### src/rtl/ring_node_router.sv
// Ring stop for one node: queues local packets, inserts them into free ring slots,
// and ejects packets addressed to this node. Packet layout: {valid, dest_id, payload}.
module ring_node_router #(
  parameter int NUM_CELLS       = 64,
  parameter int NODE_ID_WIDTH   = $clog2(NUM_CELLS),
  parameter int NODE_ID         = 0,
  parameter int FIFO_DEPTH      = 8,
  parameter int STALL_CNT_WIDTH = 16,
  parameter int PAYLOAD_WIDTH   = 32,
  localparam int PKT_WIDTH      = 1 + NODE_ID_WIDTH + PAYLOAD_WIDTH,
  localparam int CNT_WIDTH      = $clog2(FIFO_DEPTH) + 1
) (
  input  logic                       clk,
  input  logic                       rst,
  input  logic [PKT_WIDTH-1:0]       pkt_in,
  output logic                       pkt_in_ready,
  input  logic [PKT_WIDTH-1:0]       ring_in,
  output logic [PKT_WIDTH-1:0]       ring_out,
  output logic [PKT_WIDTH-1:0]       eject_out,
  output logic [CNT_WIDTH-1:0]       fifo_count,
  output logic [STALL_CNT_WIDTH-1:0] inject_stall_cnt
);

  localparam int PTR_WIDTH = $clog2(FIFO_DEPTH);
  localparam int VALID_BIT = PKT_WIDTH - 1;
  localparam int DEST_MSB  = PKT_WIDTH - 2;
  localparam logic [NODE_ID_WIDTH-1:0] MY_ID    = NODE_ID_WIDTH'(NODE_ID);
  localparam logic [CNT_WIDTH-1:0]     DEPTH_CT = CNT_WIDTH'(FIFO_DEPTH);

  logic [PKT_WIDTH-1:0] mem [FIFO_DEPTH];
  logic [PTR_WIDTH-1:0] wr_ptr, rd_ptr;
  logic [CNT_WIDTH-1:0] count;
  logic [PKT_WIDTH-1:0] head;
  logic                 fifo_empty, push, pop, stall;
  logic                 ring_valid, ring_local, head_local;
  logic [PKT_WIDTH-1:0] ring_nxt, eject_nxt;

  assign head         = mem[rd_ptr];
  assign fifo_empty   = (count == '0);
  assign pkt_in_ready = (count < DEPTH_CT);
  assign push         = pkt_in[VALID_BIT] && pkt_in_ready;
  assign ring_valid   = ring_in[VALID_BIT];
  assign ring_local   = ring_valid && (ring_in[DEST_MSB -: NODE_ID_WIDTH] == MY_ID);
  assign head_local   = (head[DEST_MSB -: NODE_ID_WIDTH] == MY_ID);
  assign fifo_count   = count;

  // Slot arbitration: ring traffic first, then the inject FIFO head.
  always_comb begin
    pop       = 1'b0;
    ring_nxt  = '0;
    eject_nxt = '0;
    if (ring_local) begin
      eject_nxt = ring_in;
      if (!fifo_empty && !head_local) begin
        pop      = 1'b1;
        ring_nxt = head;
      end
    end else if (ring_valid) begin
      ring_nxt = ring_in;
    end else if (!fifo_empty) begin
      pop = 1'b1;
      if (head_local) eject_nxt = head;
      else            ring_nxt  = head;
    end
    stall = !fifo_empty && !pop;
  end

  always_ff @(posedge clk) begin
    if (push) mem[wr_ptr] <= pkt_in;
  end

  always_ff @(posedge clk) begin
    if (rst) begin
      wr_ptr           <= '0;
      rd_ptr           <= '0;
      count            <= '0;
      ring_out         <= '0;
      eject_out        <= '0;
      inject_stall_cnt <= '0;
    end else begin
      ring_out  <= ring_nxt;
      eject_out <= eject_nxt;
      if (push) wr_ptr <= wr_ptr + 1'b1;
      if (pop)  rd_ptr <= rd_ptr + 1'b1;
      case ({push, pop})
        2'b10:   count <= count + 1'b1;
        2'b01:   count <= count - 1'b1;
        default: count <= count;
      endcase
      if (stall && (inject_stall_cnt != '1))
        inject_stall_cnt <= inject_stall_cnt + 1'b1;
    end
  end

  // Out-of-range destinations are only representable when NUM_CELLS is not a power of two.
  generate
    if (NUM_CELLS < (1 << NODE_ID_WIDTH)) begin : g_dest_chk
      a_ring_dest_legal: assert property (@(posedge clk) disable iff (rst)
        !(ring_valid && (int'(ring_in[DEST_MSB -: NODE_ID_WIDTH]) >= NUM_CELLS)));
      a_pkt_dest_legal: assert property (@(posedge clk) disable iff (rst)
        !(push && (int'(pkt_in[DEST_MSB -: NODE_ID_WIDTH]) >= NUM_CELLS)));
    end
  endgenerate

endmodule

### config.mk
export PLATFORM = sky130hd
export DESIGN_NAME = ring_node_router
export DESIGN_NICKNAME = d
export VERILOG_FILES = /design/src/rtl/ring_node_router.sv
export SDC_FILE = /design/constraint.sdc
export NUM_CORES = 1
export LEC_CHECK = 0
export BUFFER_PORTS_ARGS = -buffer_cell sky130_fd_sc_hd__buf_2
export CELL_PAD_IN_SITES_DETAIL_PLACEMENT = 0
export CELL_PAD_IN_SITES_GLOBAL_PLACEMENT = 1
export CORE_MARGIN = 4
export CORE_UTILIZATION = 35
export CTS_BUF_LIST = sky130_fd_sc_hd__clkbuf_2
export DETAILED_ROUTE_END_ITERATION = 10
export PLACE_DENSITY = 0.62
export SLEW_MARGIN = 0
export SYNTH_ARGS = -nofsm -noshare
export SYNTH_HDL_FRONTEND = slang
export SYNTH_SLANG_ARGS = --single-unit
### constraint.sdc
create_clock -name clk -period 5.3 [get_ports clk]
set_input_delay 0.265 -clock clk [delete_from_list [all_inputs] [get_ports clk]]
set_output_delay 0.265 -clock clk [all_outputs]
set_load 0.005 [all_outputs]
After elaboration in Yosys (flattened, before gate mapping) --
Memories as Yosys holds them, arrays and structs flattened. A register that Yosys moved wholly into a read port is not among the register bits. Index checks and enable logic that the tools add are counted.
Word-level totals: register bits after elaboration 104, RAM bits 312, bits of input ports 80, output and inout bits 99, word-level logic and storage cells 46, memories 1
Memory list:
- mem | depth 8, width 39, read ports 1, clocked after Yosys merged registers in 1, wr ports 1, line 30 | logic [PKT_WIDTH-1:0] mem [FIFO_DEPTH];
Cells by class: $add $sub $neg 5, magnitude comparators 1, equality and inequality tests 3, muxes and demuxes 18, reduce and logical (&&, ||, !) cells 12
Operators by type and width (count):
- 2-to-1 mux 39 bit | 9
- adder 16 x 1 -> 16 bit (second input constant) | 1
- != test 16 bit (second input constant) | 1
- logical NOT 6 bit | 2
- case mux 4 bit (2 select lines) | 1
- adder 3 x 1 -> 3 bit (second input constant) | 2
- 2-to-1 mux 1 bit | 6
- 2-to-1 mux 3 bit | 2
- logical AND 1 bit | 5
- adder 4 x 1 -> 4 bit (second input constant) | 1
- logical NOT 4 bit | 1
- < comparator 4 bit (second input constant) | 1
- subtractor 4 x 1 -> 4 bit (second input constant) | 1
- logical NOT 1 bit | 3
- == test 2 x 1 -> 1 bit (second input constant) | 1
- == test 2 bit (second input constant) | 1
- nonzero test 2 bit | 1

Longest topological paths before layout --
Gate-level depths: netlist of run 1.
depth in word-level cells 8, mapped depth 16

Least setup slack after synthesis of run 1 --
Ideal clock, no wire load.
path type register to register, start point reg count[3], in the netlist fifo_count[3], end point mem mem[4][0] (netlist bit) (enable), setup time 0.492 ns, data arrival time 3.768 ns, required time 4.808 ns, setup slack 1.041 ns, stages on the path, launching flop included 4, buffers on the path 0, clock period less this slack 4.259 ns, path through dfxtp_1 nor2b_1 nand2b_1 nor3b_1
Between the ends: word-level cells in the longest chain between the ends 4
Ends and longest elaborated chain:
- start, declared | line 32 | logic [CNT_WIDTH-1:0] count;
- start signal, assigned | line 86 | 2'b10: count <= count + 1'b1;
- start signal, assigned | line 87 | 2'b01: count <= count - 1'b1;
- start signal, assigned | line 88 | default: count <= count;
- < comparator 4 bit | line 40 | assign pkt_in_ready = (count < DEPTH_CT);
- logical AND 1 bit | line 41 | assign push = pkt_in[VALID_BIT] && pkt_in_ready;
- 2-to-1 mux 1 bit | line 69 | if (push) mem[wr_ptr] <= pkt_in;
- 2-to-1 mux 1 bit (not written as such) | line 69
- end, declared | line 30
Every way passes these cells.

==> impl_metrics.yaml, run 1 <==
floorplan:
  die_h_um: 221
  io-pin-count: 179
  rows: 77
  dieWidth_um: 221
  start_util: 0.356
  die-area_sq_um: 48700
  core_sq_um: 44500
synth:
  synth_most_common_cell: "edfxtp_1"
  yosys.area.top_type: "edfxtp_1"
  synth.top_cells.by_count: "edfxtp_1, dfxtp_1, nor2_1, mux4_2, a22oi_1"
  ys_seq_elements: 419
  netlist_instances: 891
  ys_types: 53
  yosysSeqAreaShare: 0.727
  synthArstFlopShare: 0
  yosys_warnings: 0
  synth_top_cells_by_area: "edfxtp_1, dfxtp_1, mux4_2"
  ys.flop_type: "edfxtp_1"
  synth.cell_area_sq_um: 15800
  avgSynthCellArea_sq_um: 17.8
  synth_top_area_share: 0.591
  synth_edf_count: 312
global_route:
  overflow: 0
  grt_pass1_wl_mm: 58.9
  grt_max_degree: 64
  grt_pass1_vias: 10100
  grt_antenna_before_repair: 5
  groute.usage.overall: 0.160
finish:
  utilization: 0.452
  fin_nets: 1400
  design_area_sq_um: 20100
  syn2layout_area_growth_pct: 27.0
  drive_above_1_share: 0.352
  fillers: 4081
  final_cells: 1998
place:
  gp_congestion: 0.728
  placed_cell_area_sq_um: 17500
  dp_hpwl_mm: 22.4
  dp_cells: 1639
  pre_cts_slack_ns: 1.23
  portBuffers: 178
clock_network:
  cts_buffer_depth: 3
  ctsRootBufferMaster: "clkbuf_2"
  clock_sinks: 419
  postCtsSetupBuffers: 0
  numCtsBuffers: 104
  cts_max_level: 3
  clk_pin_slew_ns: 0.11
  cts_tree: "done"
  clk_latency_ns: 1.03
worst_setup_path:
  start_kind: "flip-flop"
  path_max_fanout: 23
  path_class: "reg -> reg"
  endpoint_kind: "flip-flop"
  cp.required_ns: 6.20
  r2r_slack_ns: 1.21
  reg2reg_depth: 13
  cp-endpoint: "fifo_count[2]$_SDFFE_PP0P_"
  r2r-end: "fifo_count[2]$_SDFFE_PP0P_"
  cp.arrival_ns: 4.99
outcome:
  run_status: "completed"
timing:
  period_share: 0.772
  fin_crit_ns: 4.09
  rsz0062_at_grt: "no"
  max_slew_margin: 0.172
  tns_ns: 0
  finalWorstSetupSlack_ns: 1.21
  whs_ns: 0.129
  slew_violations: 0
  worst_pin_slew_ns: 1.24
  clock.fmax_mhz: 244
  finalSetupViolCount: 0
  hold_viol_final: 0
  clock_skew_ns: 0.0816
route:
  vias: 9707
  drt-pass1-iter-count: 5
  finalWirelength_mm: 38.9
  drc: 0
  via_per_inst: 4.86
  routedWlPerCell_um: 19.5
  drt_iter0_drc: 636
  ant_nets: 0
power_and_ir_drop:
  p_per_area_nw_per_um2: 378
  power_mw: 7.60
  p_leak_nw: 7.28
  vdd_drop_max_v: 0.000205
worst_hold_path:
  hold_path_class: "in -> reg"
flow_run:
  max_cap_violations: 0
cells by family (layout without fill, tap and decap cells):
group           count (synthesis)  count (layout)  share of synthesized area
simple gates                  175             175                     0.0562
flops                         419             419                      0.727
compound gates                 94              94                     0.0470
xor+xnor                       18              18                    0.00995
fa+ha+maj                       5               5                    0.00395
mux                           121             121                      0.140
other cells                     1              10                   0.000237
buf+inv                        58             564                     0.0162
power breakdown:
group	internal, mW	switching, mW
clock	0.872	1.29
sequential	3.75	0.119
combinational	0.782	0.785
critical path, stage by stage, from the launching register on:
cell and delay (ns):
dfxtp_2 0.80, buf_4 0.42, nor3_1 0.13, o32ai_1 0.29
nor3_1 0.17, a31oi_4 0.59, o21ai_1 0.23, inv_1 0.10
ha_1 0.31, xor2_1 0.11, ha_1 0.23, nor4b_1 0.15
a311oi_1 0.28, nand3_1 0.11
state kept, by name, summed over array words and instances, names as in the netlist, named ones only:
name and cells:
wr_ptr 3, mem 312, fifo_count 4, ring_out 39, inject_stall_cnt 16, eject_out 39, rd_ptr 3
what timing repair did:
action                                 CTS  global route
endpoints found under the hold margin  411             0
hold buffers                           162             0
gates resized for setup                  0             0
final cells by class:
class,instances,area (sq um),share of cell area
flip-flops and latches,419,11500,0.573
multi-input cells,419,4150,0.206
repair buffers,361,2670,0.133
clock buffers,151,756,0.0376
well taps,592,741,0.0368
clock inverters,42,229,0.0114
inverters,10,37.5,0.00187
diodes,4,10.0,0.000498
metal layers:
| layer | share of wire | vias up | wire [um] | GRT usage |
|---|---|---|---|---|
| met5 | 0.00021 | - | 8 | 0 |
| met4 | 0.017 | 2 | 665 | 0.0570 |
| met3 | 0.054 | 57 | 2110 | 0.0389 |
| met2 | 0.48 | 240 | 18600 | 0.252 |
| met1 | 0.45 | 4958 | 17500 | 0.217 |
| li1 | - | 4450 | - | - |
how the worst min path moves through the flow:
stage / depth (start not counted) / startpoint / slack [ns] / endpoint
after floorplan: 0 / pkt_in[0] / 0.36 / mem[0][0]$_DFFE_PP_
after global placement: 2 / wr_ptr[0]$_SDFFE_PP0P_ / 0.48 / wr_ptr[0]$_SDFFE_PP0P_
after detailed placement: 2 / ring_in[5] / 0.50 / eject_out[5]$_SDFF_PP0_
after CTS: 2 / pkt_in[22] / 0.003 / mem[5][22]$_DFFE_PP_
after global routing: 2 / pkt_in[22] / 0.04 / mem[7][22]$_DFFE_PP_
final: 2 / pkt_in[22] / 0.13 / mem[5][22]$_DFFE_PP_
layout by cell type (no fill, tap or decap), drive strengths merged, types with 8 or more instances in the layout:
cell type    count
dlygate4sd3    162
mux2i           21
nor3b            9
buf            199
dfxtp          107
a22o            34
clkinv          37
mux4            78
inv             11
nor3            16
nor2            93
nand2           18
xor2             8
a22oi           37
clkbuf         151
edfxtp         312
xnor2           10
mux2            22
No activity file was read; power rests on OpenSTA's default activity.
==> run 2: changes to the inputs <==
Clock period 5.3 ns to 3.9 ns, I/O delays scaled along.
==> run 2 against run 1 <==
Compared with the run above: register-to-register slack lost 0.89 ns; cell area is 0.53% higher; setup slack lost 0.89 ns; non-clock buffer count is 9 higher; global-route usage shrank 0.097 points; flip-flop and latch count did not move; combinational power increased by 37%; critical path depth unchanged; clock power is 36% higher.
==> impl_metrics.yaml, run 2 (synthesized netlist as in run 1, its figures left out) <==
floorplan:
  core_sq_um: 44500
  rows: 77
  die-area_sq_um: 48700
  start_util: 0.356
  dieWidth_um: 221
  die_h_um: 221
  io-pin-count: 179
worst_hold_path:
  hold_path_class: "in -> reg"
worst_setup_path:
  r2r_slack_ns: 0.32
  max_stage_delay_ns: 0.49
  crit_buf_inv: 2
  start_kind: "flip-flop"
  path_max_fanout: 14
  crit_path_frequent_cell: "ha_1"
  crit_family: "compound AO/OA/AOI/OAI gates"
  cp.required_ns: 4.76
  crit_chain: "buf_4 > o311ai_0 > o32ai_1 > nor3_1 > a31oi_4 > o21ai_1 > inv_1 > ha_1 > xor2_1 > ha_1 > nor4b_1 > a311oi_1 > nand3_1"
  cp.arrival_ns: 4.44
  path_class: "reg -> reg"
  endpoint_kind: "flip-flop"
  cp_slowest_cell: "nor3_1"
timing:
  period_share: 0.918
  rsz0062_at_grt: "no"
  max_slew_margin: 0.198
  finalWorstSetupSlack_ns: 0.319
  clock.fmax_mhz: 279
  finalSetupViolCount: 0
  worst_pin_slew_ns: 1.20
  slew_violations: 0
  whs_ns: 0.182
  tns_ns: 0
  fin_crit_ns: 3.58
  hold_viol_final: 0
  clock_skew_ns: 0.0701
finish:
  largest_reg_flops: 312
  largestRegisters: "mem (312), eject_out (39), ring_out (39)"
  final_cell_mix: "edfxtp_1, buf_2, clkbuf_2, dlygate4sd3_1, dfxtp_1"
  syn2layout_area_growth_pct: 27.7
  final_common_cell: "edfxtp_1"
  regMostFlops: "mem"
  design_area_sq_um: 20200
  drive_above_1_share: 0.361
  fin_nets: 1412
  utilization: 0.454
route:
  drt-pass1-iter-count: 5
  drc: 0
  ant_nets: 0
  vias: 9701
  routedWlPerCell_um: 19.0
  via_per_inst: 4.81
  finalWirelength_mm: 38.3
  drt_iter0_drc: 624
power_and_ir_drop:
  p_leak_nw: 7.37
  swShare: 0.288
  p_comb_frac: 0.208
  internal-power_mw: 7.36
  vdd_drop_max_v: 0.000184
  pwr-share-seq: 0.507
  clkPwrFrac: 0.285
  power_switching_mw: 2.98
  p_per_area_nw_per_um2: 511
clock_network:
  clk_latency_ns: 1.01
  cts_tree: "done"
  postCtsSetupBuffers: 0
  clk_pin_slew_ns: 0.11
  cts_buffer_depth: 3
  cts_hold_buf: 161
  cts-resized-gates: 0
  clock_sinks: 419
  numCtsBuffers: 107
  ctsRootBufferMaster: "clkbuf_2"
  cts_max_level: 3
place:
  gp_congestion: 0.724
  dp_hpwl_mm: 22.1
  placed_cell_area_sq_um: 17600
  portBuffers: 178
  pre_cts_slack_ns: 0.354
global_route:
  grt_antenna_before_repair: 3
  groute.usage.overall: 0.159
  overflow: 0
  grt_pass1_wl_mm: 59.2
  grt_max_degree: 66
  grt_pass1_vias: 10300
flow_run:
  max_cap_violations: 0
outcome:
  run_status: "completed"
[run 2: stage by stage]
| stage | cells | total power [mW] |
|---|---|---|
| global route | 2015 | 11.0 |
| floorplan | 896 | 6.76 |
| CTS | 2012 | 10.5 |
| global placement | 1649 | 7.40 |
| finish | 2015 | 10.3 |
| detailed placement | 1649 | 7.42 |
[run 2: worst paths after layout]
check                                     to                    from  cells after the start
setup / recovery  fifo_count[2]$_SDFFE_PP0P_               flip-flop                     13
hold / removal      eject_out[28]$_SDFF_PP0_             ring_in[28]                      4
setup reg to reg  fifo_count[2]$_SDFFE_PP0P_               flip-flop                     13
hold reg to reg       wr_ptr[0]$_SDFFE_PP0P_  wr_ptr[0]$_SDFFE_PP0P_                      2
[run 2: power groups by stage]
stage | Sequential (mW) | Clock, mW | Combinational, mW
2_1_floorplan | 5.29 | 0 | 1.46
3_3_place_gp | 5.35 | 0 | 2.05
3_5_place_dp | 5.35 | 0 | 2.06
4_1_cts | 5.25 | 3.09 | 2.20
5_1_grt | 5.28 | 3.38 | 2.36
6_report | 5.24 | 2.94 | 2.15
[run 2: routing by layer]
metal / GRT usage / part of all wire
met4: 0.0541 / 0.017
met2: 0.254 / 0.48
met1: 0.215 / 0.45
met3: 0.0363 / 0.052
met5: 0 / 0
[run 2: worst min-delay path: cells and delay by family]
| kind | cells | cell delay (ns) |
|---|---|---|
| compound gates | 1 | 0.08 |
| buf+inv | 2 | 0.64 |
| simple gates | 1 | 0.15 |
[run 2: layout make-up]
cell class | instances | area, sq um
clock buffers | 161 | 806
flip-flops and latches | 419 | 11500
clock inverters | 41 | 193
diodes | 3 | 7.51
inverters | 10 | 37.5
multi-input cells | 419 | 4160
repair buffers | 370 | 2760
fillers | 4029 | 24300
well taps | 592 | 741
